**src/rtl/hispi_frame_tx.sv**
```systemverilog
// hispi_frame_tx
//   Frames 32-bit AXIS pixel beats (4 px x 8 bit) as 4-lane HiSPi Packetized-SP
//   parallel words (4 x 10 bit). Each line is a sync preamble (SOF/SOL), LINE_WORDS
//   active words, a sync trailer (EOL/EOF), then horizontal blanking. A vertical
//   blanking gap follows the last line. Frames repeat back-to-back while run is high.
//
//   Optional build macro: HISPI_TX_TESTPAT_EN
//     Adds input test_pattern. When it is high at the start of a frame, the frame's
//     active words carry an 8-bit ramp instead of AXIS data and AXIS is never read.
//
// Ports
//   clk              single clock
//   reset_sync       synchronous active-high reset
//   run              level; frames are generated back-to-back while high
//   axis_data[31:0]  pixels, [31:24]=lane3 ... [7:0]=lane0
//   axis_valid       AXIS valid
//   axis_ready       AXIS ready, high exactly in active word slots
//   test_pattern     (HISPI_TX_TESTPAT_EN only) select ramp data for the next frame
//   lane_data[39:0]  registered lane words, [39:30]=lane3 ... [9:0]=lane0
//   frame_active     high from the SOF preamble through the EOF code
//   frame_done       1-cycle pulse coincident with the EOF code word
//   frame_count      frames started, wraps
//   underflow_count  active slots with no input beat, saturates at 255

module hispi_frame_tx #(
   parameter int unsigned LINE_WORDS = 160,
   parameter int unsigned LINES      = 480,
   parameter int unsigned H_BLANK    = 16,
   parameter int unsigned V_BLANK    = 64
) (
   input  logic        clk,
   input  logic        reset_sync,
   input  logic        run,
   input  logic [31:0] axis_data,
   input  logic        axis_valid,
`ifdef HISPI_TX_TESTPAT_EN
   input  logic        test_pattern,
`endif
   output logic        axis_ready,
   output logic [39:0] lane_data,
   output logic        frame_active,
   output logic        frame_done,
   output logic [7:0]  frame_count,
   output logic [7:0]  underflow_count
);

   localparam logic [9:0] CodeBlank = 10'h001;
   localparam logic [9:0] CodeSof   = 10'h180;
   localparam logic [9:0] CodeSol   = 10'h080;
   localparam logic [9:0] CodeEof   = 10'h380;
   localparam logic [9:0] CodeEol   = 10'h280;

   // Terminal counts, pre-sized to the 16-bit counters
   localparam logic [15:0] LastWord   = 16'(LINE_WORDS - 1);
   localparam logic [15:0] LastLine   = 16'(LINES - 1);
   localparam logic [15:0] LastHblank = 16'(H_BLANK - 1);
   localparam logic [15:0] LastVblank = 16'(V_BLANK - 1);

   typedef enum logic [2:0] {
      StIdle,
      StSyncStart,
      StActive,
      StSyncEnd,
      StHblank,
      StVblank
   } state_e;

   state_e      state_q, state_d;
   logic [1:0]  phase_q, phase_d;   // position inside a 4-word sync sequence
   logic [15:0] word_q, word_d;     // active word within the line
   logic [15:0] line_q, line_d;     // active line within the frame
   logic [15:0] blank_q, blank_d;   // blanking cycle within H/V blank
   logic [39:0] lane_q, lane_d;
   logic        active_q, active_d;
   logic        done_q, done_d;
   logic [7:0]  fcount_q, fcount_d;
   logic [7:0]  ucount_q, ucount_d;

`ifdef HISPI_TX_TESTPAT_EN
   logic        tp_q, tp_d;         // test pattern selection, held for the frame
   logic [7:0]  ramp_q, ramp_d;
   logic [39:0] ramp_word;
`endif

   logic [39:0] pix_word;
   logic        first_line;
   logic        last_line;
   logic        start_frame;

   // 4-word sync sequence: 3FF, 000, 000, CODE
   function automatic logic [9:0] sync_word(input logic [1:0] ph, input logic [9:0] code);
      logic [9:0] w;
      unique case (ph)
         2'd0:    w = 10'h3FF;
         2'd3:    w = code;
         default: w = 10'h000;
      endcase
      return w;
   endfunction

   // 8-bit pixels widen to 10 bits by appending two zero LSBs, so a pixel
   // never reaches 3FF and cannot be mistaken for a sync lead-in.
   always_comb begin
      pix_word = '0;
      for (int k = 0; k < 4; k++) begin
         pix_word[10*k +: 10] = {axis_data[8*k +: 8], 2'b00};
      end
   end

`ifdef HISPI_TX_TESTPAT_EN
   always_comb begin
      ramp_word = '0;
      for (int k = 0; k < 4; k++) begin
         ramp_word[10*k +: 10] = {ramp_q + 8'(k), 2'b00};
      end
   end
`endif

   assign first_line = (line_q == 16'd0);
   assign last_line  = (line_q == LastLine);

   always_comb begin
      state_d     = state_q;
      phase_d     = phase_q;
      word_d      = word_q;
      line_d      = line_q;
      blank_d     = blank_q;
      lane_d      = {4{CodeBlank}};
      active_d    = 1'b0;
      done_d      = 1'b0;
      fcount_d    = fcount_q;
      ucount_d    = ucount_q;
      axis_ready  = 1'b0;
      start_frame = 1'b0;
`ifdef HISPI_TX_TESTPAT_EN
      tp_d        = tp_q;
      ramp_d      = ramp_q;
`endif

      unique case (state_q)
         StIdle: begin
            start_frame = run;
         end

         StSyncStart: begin
            active_d = 1'b1;
            lane_d   = {4{sync_word(phase_q, first_line ? CodeSof : CodeSol)}};
            phase_d  = phase_q + 2'd1;
            if (phase_q == 2'd3) begin
               // Frame counts the moment its SOF code lands on lane_data
               if (first_line) begin
                  fcount_d = fcount_q + 8'd1;
               end
               state_d = StActive;
               word_d  = 16'd0;
            end
         end

         StActive: begin
            active_d = 1'b1;
`ifdef HISPI_TX_TESTPAT_EN
            axis_ready = ~tp_q;
            if (tp_q) begin
               lane_d = ramp_word;
               ramp_d = ramp_q + 8'd1;
            end else if (axis_valid) begin
               lane_d = pix_word;
            end else begin
               lane_d = '0;
               if (ucount_q != 8'hFF) begin
                  ucount_d = ucount_q + 8'd1;
               end
            end
`else
            axis_ready = 1'b1;
            if (axis_valid) begin
               lane_d = pix_word;
            end else begin
               // Missing beat: the slot is still consumed so line timing never slips
               lane_d = '0;
               if (ucount_q != 8'hFF) begin
                  ucount_d = ucount_q + 8'd1;
               end
            end
`endif
            word_d = word_q + 16'd1;
            if (word_q == LastWord) begin
               state_d = StSyncEnd;
               phase_d = 2'd0;
            end
         end

         StSyncEnd: begin
            active_d = 1'b1;
            lane_d   = {4{sync_word(phase_q, last_line ? CodeEof : CodeEol)}};
            phase_d  = phase_q + 2'd1;
            if (phase_q == 2'd3) begin
               done_d  = last_line;
               blank_d = 16'd0;
               state_d = last_line ? StVblank : StHblank;
            end
         end

         StHblank: begin
            active_d = 1'b1;
            blank_d  = blank_q + 16'd1;
            if (blank_q == LastHblank) begin
               state_d = StSyncStart;
               phase_d = 2'd0;
               line_d  = line_q + 16'd1;
            end
         end

         StVblank: begin
            blank_d = blank_q + 16'd1;
            if (blank_q == LastVblank) begin
               // run is only looked at here and in IDLE, so a frame always completes
               if (run) begin
                  start_frame = 1'b1;
               end else begin
                  state_d = StIdle;
               end
            end
         end

         default: begin
            state_d = StIdle;
         end
      endcase

      if (start_frame) begin
         state_d = StSyncStart;
         phase_d = 2'd0;
         line_d  = 16'd0;
         word_d  = 16'd0;
`ifdef HISPI_TX_TESTPAT_EN
         tp_d    = test_pattern;
         ramp_d  = 8'd0;
`endif
      end
   end

   always_ff @(posedge clk) begin
      if (reset_sync) begin
         state_q  <= StIdle;
         phase_q  <= 2'd0;
         word_q   <= 16'd0;
         line_q   <= 16'd0;
         blank_q  <= 16'd0;
         lane_q   <= {4{CodeBlank}};
         active_q <= 1'b0;
         done_q   <= 1'b0;
         fcount_q <= 8'd0;
         ucount_q <= 8'd0;
`ifdef HISPI_TX_TESTPAT_EN
         tp_q     <= 1'b0;
         ramp_q   <= 8'd0;
`endif
      end else begin
         state_q  <= state_d;
         phase_q  <= phase_d;
         word_q   <= word_d;
         line_q   <= line_d;
         blank_q  <= blank_d;
         lane_q   <= lane_d;
         active_q <= active_d;
         done_q   <= done_d;
         fcount_q <= fcount_d;
         ucount_q <= ucount_d;
`ifdef HISPI_TX_TESTPAT_EN
         tp_q     <= tp_d;
         ramp_q   <= ramp_d;
`endif
      end
   end

   assign lane_data       = lane_q;
   assign frame_active    = active_q;
   assign frame_done      = done_q;
   assign frame_count     = fcount_q;
   assign underflow_count = ucount_q;

endmodule

```
**config.mk**
```make
export PLATFORM = sky130hd
export DESIGN_NAME = hispi_frame_tx
export DESIGN_NICKNAME = d
export VERILOG_FILES = /design/src/rtl/hispi_frame_tx.sv
export SDC_FILE = /design/constraint.sdc
export NUM_CORES = 1
export LEC_CHECK = 0
export ABC_AREA = 1
export CORE_ASPECT_RATIO = 1.75
export CORE_UTILIZATION = 52
export DETAILED_ROUTE_END_ITERATION = 10
export PLACE_DENSITY = 0.81
export SYNTH_ARGS = -nofsm -noshare
export SYNTH_HDL_FRONTEND = slang
export SYNTH_SLANG_ARGS = --single-unit
export TNS_END_PERCENT = 1
```
**constraint.sdc**
```tcl
create_clock -name clk -period 2.3 [get_ports clk]
set_clock_uncertainty 0.2 [all_clocks]
set_input_delay 0.46 -clock clk [delete_from_list [all_inputs] [get_ports clk]]
set_output_delay 0.46 -clock clk [all_outputs]
set_load 0.005 [all_outputs]
```
Word level (Yosys, flattened, before mapping)

Index checks and enable logic that the tools add are counted.

Memories kept: 0
Output and inout port bits: 59
Latch bits: 0
Flip-flop bits (word level): 111
ROM bits: 0
Memory bits (writable): 0
Bits of input ports: 36

Multiply operators: 0
Muxes and demuxes: 26
Shifts and indexed selects: 0
Div/mod/pow operators: 0
Add/subtract/negate cells: 6
Reduce and logical (&&, ||, !) cells: 19
$lt $le $gt $ge: 0
Bitwise gates (word level): 4
Equality and inequality tests: 24

Operator list:

| kind                                                                   | number |
|---|---|
| 40-bit case mux with 3 select lines                                    | 1 |
| 16-bit case mux with 2 select lines                                    | 2 |
| 16-bit by 1-bit adder with 16-bit output, second input constant        | 3 |
| 40-bit two-way mux                                                     | 1 |
| 10-bit case mux with 2 select lines                                    | 2 |
| 3-bit two-way mux                                                      | 6 |
| 9-bit two-way mux                                                      | 2 |
| 3-bit != test, second input constant                                   | 6 |
| 3-bit case mux with 6 select lines                                     | 1 |
| 8-bit by 1-bit adder with 8-bit output, second input constant          | 2 |
| 16-bit by 4-bit equality test with 1-bit output, second input constant | 1 |
| 16-bit by 6-bit equality test with 1-bit output, second input constant | 1 |
| 16-bit by 8-bit equality test with 1-bit output, second input constant | 1 |
| 16-bit by 9-bit equality test with 1-bit output, second input constant | 1 |
| 16-bit logical NOT                                                     | 1 |
| 16-bit two-way mux                                                     | 1 |
| 2-bit != test, second input constant                                   | 7 |
| 7-bit AND reduction                                                    | 2 |
| 3-bit AND reduction                                                    | 3 |
| 8-bit != test, second input constant                                   | 1 |
| 3-bit by 2-bit equality test with 1-bit output, second input constant  | 2 |
| 3-bit equality test, second input constant                             | 2 |
| 1-bit two-way mux                                                      | 6 |
| 2-bit case mux with 3 select lines                                     | 1 |
| 14 further kinds                                                       | 23 |

Longest topological paths before layout

Gate-level depths: netlist (run 1).

Depth after elaboration: 5
Mapped depth: 12
Mapped depth without buffers: 12

Worst setup path before layout (run 1)

OpenSTA, ideal clock, no wires.

Path type: reg-to-reg
Start point: register blank_q[0]
End point: register line_q[6]
Setup time: 0.117 ns
Setup slack: 0.628 ns
Data required time: 1.983 ns
Cell stages (with the launch flop): 10
Path buffers: 1
Arrival time: 1.355 ns
Clock period less this slack: 1.672 ns
Cells stage by stage: dfxtp_1 -> ha_1 -> nand3_1 -> nor2_4 -> nand2_4 -> nor2_8 -> buf_4 -> nand2_1 -> o21ai_1 -> a21oi_1

Word-level cells in the longest chain between the ends: 4
Elaborated cells on any way between the ends: 6

RTL lines:

| what                                            | RTL line | source |
|---|---|---|
| start: declaration                              | 72       | `logic [15:0] blank_q, blank_d;` |
| start signal: assignment                        | 264      | `blank_q <= blank_d;` |
| 16-bit by 6-bit equality test with 1-bit output | 216      | `if (blank_q == LastVblank) begin` |
| 1-bit two-way mux                               | 216      |  |
| 1-bit case mux with 2 select lines              | 140      | `unique case (state_q)` |
| 2-bit OR reduction (no line)                    | --       |  |
| end signal: assignment                          | 263      | `line_q <= line_d;` |
| end: declaration                                | 71       | `logic [15:0] line_q, line_d;` |

Several ways; a longest one is shown, not always the timed one.
A chain may end at the register's enable or synchronous reset.

Worst setup path in the final report (run 1)

Start point: register fcount_q[4] (netlist: frame_count[4])
End point: output port frame_count[4]

RTL lines:

| what                     | RTL line | source |
|---|---|---|
| start: declaration       | 76       | `logic [7:0] fcount_q, fcount_d;` |
| start signal: assignment | 268      | `fcount_q <= fcount_d;` |
| end: declaration         | 43       | `output logic [7:0] frame_count,` |

No word-level cell between the ends.

==> results by group, run 1 <==
Setup path
  • Critical path required time: 1.64 ns
  • Critical Path Slowest Stage Cell: clkdlybuf4s50_1
  • Critical path class: reg -> out
  • Crit path arrival time: 1.33 ns
  • Cell family with most CP delay: buffers and inverters
  • CP Cell Sequence: clkdlybuf4s50_1
  • Nature of the critical path startpoint: flop
  • Biggest cell delay along the critical path: 0.54 ns
  • WP buf/inv: 1
  • Worst setup EP type: primary output
  • CP max FO: 5

Route
  • Total wire length: 12.65 mm
  • Routed vias: 5000
  • Post-route ant nets: 0
  • DRT Pass-1 Iters: 5
  • Residual DRC: 0
  • Via density: 5.313
  • Drt wl/cell: 13.44 um
  • Initial DRC count: 224

Yosys
  • Area fraction of the dominant cell type after synthesis: 41.27%
  • Mapped cell area: 5094 sq um
  • Post-Synthesis Cells: 717
  • Synth cell types: 44
  • Synth area leader: dfxtp_1
  • Synth top area cells: dfxtp_1 (41%), nand2_1 (15%), nor2_1 (6.0%)
  • Post-synth EDFFs: 0
  • Count leader, synth: nand2_1
  • Top_reg_cell synth: dfxtp_1
  • Syn_nets: 761
  • Async set-reset flop share out of synthesis: 0%
  • Sequential-to-total area share from yosys stat: 41.27%
  • Avg Synthesized Cell Area: 7.104 sq um
  • Most common library cells after synthesis: nand2_1 (206), dfxtp_1 (105), nor2_1 (81), inv_1 (66), a21oi_1 (58)
  • Synthesis Warnings: 0
  • #FFs+latches synth: 105

Place
  • Placed cells: 920
  • IO Port Bufs: 94
  • Post-detail-place hpwl: 9.576 mm
  • Dpl cell area: 6125 sq um
  • DP Worst Slack: 0.1555 ns
  • RePlAce Congestion: 0.9015

Global route
  • Initial antenna violation count: 0
  • Largest net degree at the start of global routing: 33
  • Total GRT Usage: 25.28%
  • Total gr overflow: 0
  • First-pass GRT wire length: 20.48 mm
  • Number of global-route vias before repair: 4788

Power and ir drop
  • Pwr Density: 752.4 nW/um^2
  • Peak VDD IR: 0.4749 mV
  • Net Sw Frac: 29.66%
  • Combinational fraction of design power: 27.6%
  • Sw power: 1.437 mW
  • Pwr Total: 4.846 mW
  • P_int: 3.409 mW
  • Clk pwr share: 29.2%
  • Flop pwr share: 43.2%
  • Leak: 2.659 nW

STA
  • Setup TNS: 0 ns
  • Fin crit share: 86.61%
  • Max Slew Vio Count: 0
  • RSZ-0062 raised after global routing: false
  • Fin. Hold Viols: 0
  • Final Critical Period: 1.992 ns
  • Setup-failing EPs final: 0
  • Upper clock frequency limit: 502.0 MHz
  • Slew HR: 67.31%
  • Worst Max-Slew Pin Slew: 0.4897 ns
  • Worst setup margin: 0.3079 ns

Worst hold path
  • Worst Hold Class: reg -> reg

CTS
  • CTS sink count: 105
  • Root Buffer: clkbuf_16
  • CTS buffer count: 9
  • Clock Tree Buf Depth: 2
  • CTS tree: yes
  • Reg clk slew, reported paths: 0.07 ns
  • CTS H-tree depth: 3
  • Clock Latency Late Sink: 0.35 ns

Final layout
  • Fillcell total: 785
  • Ant diodes: 0
  • Area growth syn-to-layout: 26.46%
  • Non-filler instance count after layout: 941
  • Final instance area: 6441 sq um
  • Final net count: 858
  • Layout cells sized above 1: 9.768%

Floorplan
  • I/O pin cnt: 95
  • Initial core utilization: 53.80%
  • CORE AREA: 9468 sq um
  • Die H: 132.9 um
  • Chip width: 76.82 um
  • Row count: 47
  • Die ar.: 10210 sq um

Outcome
  • Status: finished clean

Run
  • Max cap viols: 0
[power groups by stage]
stage	logic (mW)	clock network, mW	registers [mW]
2_1_floorplan	0.668	0	2.15
4_1_cts	1.30	1.44	2.10
5_1_grt	1.47	1.52	2.11
3_5_place_dp	1.29	0	2.14
6_report	1.34	1.41	2.09
3_3_place_gp	1.26	0	2.13
[cell families (layout without fill, tap and decap cells)]
family	Yosys count	after routing	share of synthesized area, %
XOR/XNOR	10	10	1.719
flip-flops	105	105	41.27
buffers and inverters	102	204	8.696
AO/OA/AOI/OAI	101	101	11.05
adder cells (fa/ha/maj)	8	8	1.965
AND/OR/NAND/NOR	391	391	35.30
[path summary, 6_finish.rpt]
path                            cells past startpoint                       end  slack, ns                   startpoint
worst max-delay path                                1            frame_count[4]       0.31  frame_count[4]$_SDFFE_PP0P_
worst min-delay path                                2  blank_q[10]$_SDFFE_PP0P_       0.28     blank_q[10]$_SDFFE_PP0P_
worst max register to register                      8   word_q[12]$_SDFFE_PP0P_       0.32       word_q[0]$_SDFFE_PP0P_
worst min register to register                      2  blank_q[10]$_SDFFE_PP0P_       0.28     blank_q[10]$_SDFFE_PP0P_
[timing repair]
| item | CTS | global route |
|---|---|---|
| buffers inserted | 0 | 5 |
| hold buffers | 0 | 0 |
| endpoints found under the setup margin | 1 | 1 |
| pin swaps | 0 | 1 |
| resized for setup | 2 | 1 |
[area by class of cell]
| type | instances | area (sq um) | share of cell area, % |
|---|---|---|---|
| Sequential cell | 105 | 2103 | 32.65 |
| Tap cell | 122 | 152.6 | 2.370 |
| Clock inverter | 6 | 43.79 | 0.6799 |
| Timing Repair Buffer | 107 | 1054 | 16.36 |
| Inverter | 81 | 310.3 | 4.817 |
| Clock buffer | 10 | 229.0 | 3.555 |
| Multi-Input combinational cell | 510 | 2549 | 39.57 |
[worst reg2reg max path: stages, from the launching register on]
cell     delay, ns
dfxtp_1       0.39
ha_1          0.21
nand2_1       0.12
nor2_1        0.26
nand3_1       0.14
nor2_1        0.22
inv_1         0.09
o21ai_0       0.16
a21oi_1       0.08
[per-layer routing]
layer	share of wire, %	GRT usage, %	vias up
li1	-	-	2485
met1	35	22.84	2287
met2	55	48.61	174
met3	4.5	6.414	54
met4	5.0	15.71	0
met5	0	0	-
[flip-flops by register name, indices dropped and copies added, names as in the netlist, 2 cells and up]
| signal | flops |
|---|---|
| lane_data | 34 |
| blank_q | 16 |
| line_q | 16 |
| word_q | 16 |
| frame_count | 8 |
| underflow_count | 8 |
| state_q | 3 |
| phase_q | 2 |
[layout by cell type, fill, tap and decap left out, types with 6 or more instances in the layout]
master / synthesis / routed
nand2_1: 206 / 206
nor2_4: 9 / 9
nand3_1: 37 / 37
buf_4: 11 / 12
o21ai_1: 7 / 7
o21ai_0: 18 / 18
a21oi_1: 58 / 58
nor3_1: 18 / 18
clkdlybuf4s50_1: 0 / 93
clkbuf_16: 0 / 9
inv_2: 12 / 11
dfxtp_1: 105 / 104
nand4_1: 11 / 11
ha_1: 8 / 8
nor2_2: 6 / 6
nor2_1: 81 / 81
inv_1: 66 / 66
[stage by stage]
stage | util, % | hold WS (ns)
finish | 68.03 | 0.2804
global route | 68.03 | 0.2958
CTS | 67.61 | 0.2787
detailed placement | 64.69 | 0.2663
global placement | 64.69 | 0.2495
floorplan | - | 0.2364
No activity file was read; power rests on OpenSTA's default activity.
==> inputs of run 2 (changes only) <==
--- a/config.mk
+++ b/config.mk
@@ -6,10 +6,12 @@
 export NUM_CORES = 1
 export LEC_CHECK = 0
 export ABC_AREA = 1
+export CELL_PAD_IN_SITES_DETAIL_PLACEMENT = 0
+export CELL_PAD_IN_SITES_GLOBAL_PLACEMENT = 1
 export CORE_ASPECT_RATIO = 1.75
-export CORE_UTILIZATION = 52
+export CORE_UTILIZATION = 37
 export DETAILED_ROUTE_END_ITERATION = 10
-export PLACE_DENSITY = 0.81
+export PLACE_DENSITY = 0.8
 export SYNTH_ARGS = -nofsm -noshare
 export SYNTH_HDL_FRONTEND = slang
 export SYNTH_SLANG_ARGS = --single-unit
==> results by group, run 2 (synthesis results as in run 1) <==
Outcome
  • Status: finished clean

Route
  • Post-route ant nets: 0 (unchanged)
  • Drt wl/cell: 13.23 um (-1.6%)
  • Top routing layer in use: met4
  • Via density: 4.866 (-8.4%)
  • Met3 wire length: 469 um (-17%)
  • Residual DRC: 0 (unchanged)
  • Routed vias: 4832 (-3.4%)
  • Initial DRC count: 182 (-19%)
  • DRT Pass-1 Iters: 6 (+1)
  • Met2 wire len: 7.234 mm (+4.0%)
  • Total wire length: 13.14 mm (+3.9%)
  • Met1 WL: 4.957 mm (+11%)

Place
  • IO Port Bufs: 94 (unchanged)
  • RePlAce Congestion: 0.8392 (-6.9%)
  • Post-detail-place hpwl: 10.17 mm (+6.2%)

Setup path
  • Worst setup EP type: flop
  • CP max FO: 14 (+9)
  • Worst r2r dst: line_q[11]$_SDFFE_PP0P_
  • Worst setup path start: blank_q[0]$_SDFFE_PP0P_
  • Crit path arrival time: 2.10 ns (+0.77 ns)
  • Critical path class: reg -> reg
  • Crit path capture: line_q[11]$_SDFFE_PP0P_
  • R2r worst-path depth: 11 (+3)
  • Nature of the critical path startpoint: flop
  • Reg2reg start: blank_q[0]$_SDFFE_PP0P_
  • Critical path required time: 2.39 ns (+0.75 ns)
  • R2R setup slack: 0.29 ns (-0.03 ns)

Floorplan
  • Chip width: 90.70 um (+18%)
  • CORE AREA: 13380 sq um (+41%)
  • Die H: 157.2 um (+18%)
  • Row count: 56 (+19%)
  • I/O pin cnt: 95 (unchanged)
  • Initial core utilization: 38.06% (-16 points)
  • Die ar.: 14260 sq um (+40%)

Final layout
  • Commonest cells after routing, fill and taps aside: nand2_1 (206), dfxtp_1 (103), clkdlybuf4s50_1 (93)
  • Largest register FFs: 34 (unchanged)
  • Layout cells sized above 1: 10.01% (+0.24 points)
  • Area growth syn-to-layout: 28.74%
  • Most common cell after layout, fill and taps aside: nand2_1
  • Ant diodes: 0 (unchanged)
  • Final net count: 858 (unchanged)
  • Fillcell total: 1310 (+67%)

Global route
  • Largest net degree at the start of global routing: 33 (unchanged)
  • Total gr overflow: 0 (unchanged)
  • Number of global-route vias before repair: 4659 (-2.7%)
  • Initial antenna violation count: 0 (unchanged)
  • First-pass GRT wire length: 21.39 mm (+4.4%)
  • Total GRT Usage: 18.70% (-6.6 points)

Power and ir drop
  • Leak: 2.677 nW (+0.68%)
  • Peak VDD IR: 0.4631 mV (-2.5%)
  • Pwr Total: 5.030 mW (+3.8%)
  • Flop pwr share: 41.7% (-1.5 points)
  • Pwr Density: 767.0 nW/um^2 (+1.9%)
  • Net Sw Frac: 30.03% (+0.37 points)
  • P_int: 3.519 mW (+3.2%)
  • Clk pwr share: 32.0% (+2.8 points)
  • Combinational fraction of design power: 26.3% (-1.3 points)
  • Sw power: 1.511 mW (+5.1%)

CTS
  • Clock Tree Buf Depth: 2 (unchanged)
  • # hold bufs at CTS: 0 (unchanged)
  • CTS buffer count: 9 (unchanged)
  • Root Buffer: clkbuf_16
  • CTS sink count: 105 (unchanged)
  • CTS H-tree depth: 3 (unchanged)
  • Clock Latency Late Sink: 0.35 ns (about the same)
  • CTS tree: yes
  • Setup bufs post-CTS: 0 (unchanged)
  • Reg clk slew, reported paths: 0.07 ns (about the same)

STA
  • RSZ-0062 raised after global routing: false
  • Upper clock frequency limit: 498.1 MHz (-0.78%)
  • Setup-failing EPs final: 0 (unchanged)
  • Worst Max-Slew Pin Slew: 0.4332 ns (-0.05645 ns)
  • Fin. Hold Viols: 0 (unchanged)
  • Max Slew Vio Count: 0 (unchanged)
  • Slew HR: 71.01% (+3.7 points)
  • Fin crit share: 87.29% (+0.68 points)
  • Final Critical Period: 2.008 ns (+0.01559 ns)
  • Setup TNS: 0 ns (unchanged)

Worst hold path
  • Worst Hold Depth: 2 (unchanged)
  • Worst Hold Class: reg -> reg

Run
  • Max cap viols: 0 (unchanged)
==> run 2: power by group through the flow <==
stage          Combinational [mW]  Sequential, mW  Clock [mW]
2_1_floorplan               0.668            2.15           0
3_3_place_gp                 1.31            2.13           0
3_5_place_dp                 1.33            2.14           0
4_1_cts                      1.34            2.09        1.66
5_1_grt                      1.46            2.12        1.73
6_report                     1.32            2.10        1.61
==> run 2: worst min-delay path by stage <==
stage,endpoint,start,slack [ns]
after floorplan,blank_q[10]$_SDFFE_PP0P_,blank_q[10]$_SDFFE_PP0P_,0.24
final,blank_q[10]$_SDFFE_PP0P_,blank_q[10]$_SDFFE_PP0P_,0.28
after global routing,line_q[14]$_SDFFE_PP0P_,line_q[14]$_SDFFE_PP0P_,0.31
after detailed placement,blank_q[10]$_SDFFE_PP0P_,blank_q[10]$_SDFFE_PP0P_,0.27
after global placement,blank_q[10]$_SDFFE_PP0P_,blank_q[10]$_SDFFE_PP0P_,0.25
after CTS,blank_q[10]$_SDFFE_PP0P_,blank_q[10]$_SDFFE_PP0P_,0.28
==> run 2: through the flow <==
stage | setup WS, ns | util, % | instances | hold WS, ns | cell area (sq um)
4_1_cts | 0.002095 | 48.96 | 993 | 0.2780 | 6553
5_1_grt | 0.1294 | 49.00 | 993 | 0.3089 | 6558
2_1_floorplan | 0.6278 | - | 717 | 0.2364 | 5094
6_report | 0.2923 | 49.00 | 993 | 0.2785 | 6558
3_5_place_dp | 0.1862 | 46.62 | 977 | 0.2652 | 6240
3_3_place_gp | 0.1934 | 46.62 | 977 | 0.2486 | 6240
==> run 2: area by class of cell <==
| cell class | instances | area (sq um) | area share [%] |
|---|---|---|---|
| Multi-Input combinational cell | 510 | 2549 | 38.87 |
| Sequential cell | 105 | 2105 | 32.09 |
| Clock inverter | 7 | 82.58 | 1.259 |
| Tap cell | 174 | 217.7 | 3.320 |
| Timing Repair Buffer | 107 | 1066 | 16.26 |
| Clock buffer | 9 | 225.2 | 3.434 |
| Inverter | 81 | 312.8 | 4.770 |
==> run 2: repair_timing <==
item,in CTS,in global routing
setup endpoints to repair,1,1
pin swaps,0,0
resized for setup,3,2
==> run 2: critical path: stages (launching register included) <==
cell and delay [ns]:
dfxtp_1 0.37, ha_1 0.21, nand3_1 0.19, nor2_4 0.18
nand2_4 0.09, nor2_8 0.21, nand2_2 0.12, nor2_2 0.11
nand2_1 0.08, nand2_1 0.07, nand2_1 0.04, nor2_1 0.07
==> run 2: layer usage <==
layer  global-route usage, %  vias to the layer above
met5                       0                        -
met4                   9.601                        0
met3                   3.188                       30
met2                   37.16                      114
met1                   18.09                     2196
li1                        -                     2492
==> edit, RTL diff (flow settings as in run 2) <==
The 6 states of `state_e` get a Gray code encoding in 3 bits.
--- a/src/rtl/hispi_frame_tx.sv
+++ b/src/rtl/hispi_frame_tx.sv
@@ -58,10 +58,10 @@
 
    typedef enum logic [2:0] {
-      StIdle,
-      StSyncStart,
-      StActive,
-      StSyncEnd,
-      StHblank,
-      StVblank
+      StIdle      = 3'b000,
+      StSyncStart = 3'b001,
+      StActive    = 3'b011,
+      StSyncEnd   = 3'b010,
+      StHblank    = 3'b110,
+      StVblank    = 3'b111
    } state_e;
 
Behaviour: no difference found for any inputs over 10 cycles, from zero or initial values and one cycle with reset_sync high; not proved beyond that.
==> edit against run 2 <==
- cell count grew 0.20%
- highest routed layer unchanged
- cell area shrank 0.17%
- worst setup slack lost 0.25 ns
- sequential power grew 3%
- sequential cell count is the same
- power grew 2.4%
- area after synthesis grew 0.22%
- largest cell class unchanged
- synthesized cell count grew 0.98%
- routed wire length grew 4.5%
==> edit: results (changes against run 2) <==
stage,metric,value,unit,change
run_status,status,finished clean,,
yosys,ys_seq_area_frac,0.412,,-0.000910
final_layout,layout-drive-gt1-share,0.0828,,-0.0173
power,power.static_leakage,0.00243,µW,-9.4%
yosys,yosys-top-cells-area,"dfxtp_1 41%, nand2_1 12%, nand3_1 6.4%",,
yosys,synth-compound-area-share,0.123,,+0.0127
place,place_area,6230,µm²,-0.14%
routing,dr_total_vias,5018,,+3.8%
power,peakVddDrop,0.000372,V,-20%
final_layout,nets,861,,+0.35%
global_route,grt_pass1_wl,22400,µm,+4.9%
global_route,grt_max_degree,35,,+6.1%
yosys,yosys-top-cells-count,"165 x nand2_1, 105 x dfxtp_1, 84 x nor2_1",,
worst_setup_path,cp.arrival,1.60,ns,-0.50 ns
place,gp_congestion,0.848,,+1.0%
place,dp_hpwl,10400,µm,+2.2%
global_route,grt_pass1_vias,4945,,+6.1%
sta,holdWs,0.281,ns,+0.00260 ns
routing,drt-initial-drc-count,162,,-11%
yosys,synth_xor_area_frac,0.0223,,+0.00511
sta,maxSlewHeadroom,0.590,,-0.120
yosys,synth_fa_ha_area_frac,0.0221,,+0.00241
global_route,grt_util_all_layers,0.197,,+0.0102
worst_setup_path,crit_fanout,7,,-7
routing,dr.pass1.iters,4,,-2
[edit: cell count changes after synthesis, moves of 5 or more]
cell,delta
nor2_4,-5
nand2_1,-41
inv_1,-5
a22oi_1,+7
xor2_1,+7
nand3_1,+28
nor3_1,+8
[edit: path summary, 6_finish.rpt]
kind / startpoint / endpoint / depth (start not counted)
hold / removal: line_q[1]$_SDFFE_PP0P_ / line_q[1]$_SDFFE_PP0P_ / 2
hold reg to reg: line_q[1]$_SDFFE_PP0P_ / line_q[1]$_SDFFE_PP0P_ / 2
setup reg to reg: blank_q[0]$_SDFFE_PP0P_ / word_q[10]$_SDFFE_PP0P_ / 10
setup / recovery: state_q[0]$_SDFFE_PP0P_ / axis_ready / 5
[edit: worst max-delay path, stage by stage (launching register included)]
cell,delay [ns]
dfxtp_4,0.37
inv_2,0.08
nor2_4,0.13
nand2_2,0.07
inv_2,0.09
clkdlybuf4s50_1,0.50
[edit: final cells by class]
type / instances / area (µm²)
fill: 1397 / 6910
multi-input combinational: 517 / 2570
sequential: 105 / 2110
timing repair buffer: 107 / 1050
inverter: 76 / 288
clock buffer: 9 / 225
tap: 174 / 218
clock inverter: 7 / 83.8
[edit: power groups by stage]
stage | registers [µW] | logic, µW | clock network, µW
floorplan | 2230 | 650 | 0
global placement | 2200 | 1380 | 0
detailed placement | 2210 | 1390 | 0
CTS | 2170 | 1400 | 1660
global route | 2190 | 1520 | 1720
finish | 2170 | 1390 | 1600
[edit: routing by layer]
| layer | vias to the layer above | track usage | wire length (µm) |
|---|---|---|---|
| met5 | - | 0 | 0 |
| met1 | 2332 | 0.184 | 5140 |
| li1 | 2553 | - | - |
| met3 | 17 | 0.0295 | 437 |
| met2 | 116 | 0.410 | 7810 |
| met4 | 0 | 0.0884 | 339 |
[edit: kinds of logic after synthesis]
| logic type | after synthesis |
|---|---|
| adder cells (fa/ha/maj) | 9 |
| buffers and inverters | 102 |
| XOR/XNOR | 13 |
| AND/OR/NAND/NOR | 383 |
| flip-flops | 105 |
| AO/OA/AOI/OAI | 112 |
[edit: timing repair]
action                                  in CTS  in global routing
pin swaps                                    0                  0
endpoints found under the setup margin       1                 35
gates resized for setup                      2                  2
hold buffers                                 0                  0
[edit: per-stage QoR]
stage               cells   util  total power (µW)  setup TNS, ns  setup WS (ns)
global placement      979  0.463              3580              0         0.0872
global route          995  0.487              5430        -0.0175        -0.0175
finish                995  0.487              5150              0         0.0398
detailed placement    979  0.463              3600              0         0.0372
floorplan             724      -              2880              0          0.564
CTS                   995  0.486              5220              0         0.0102
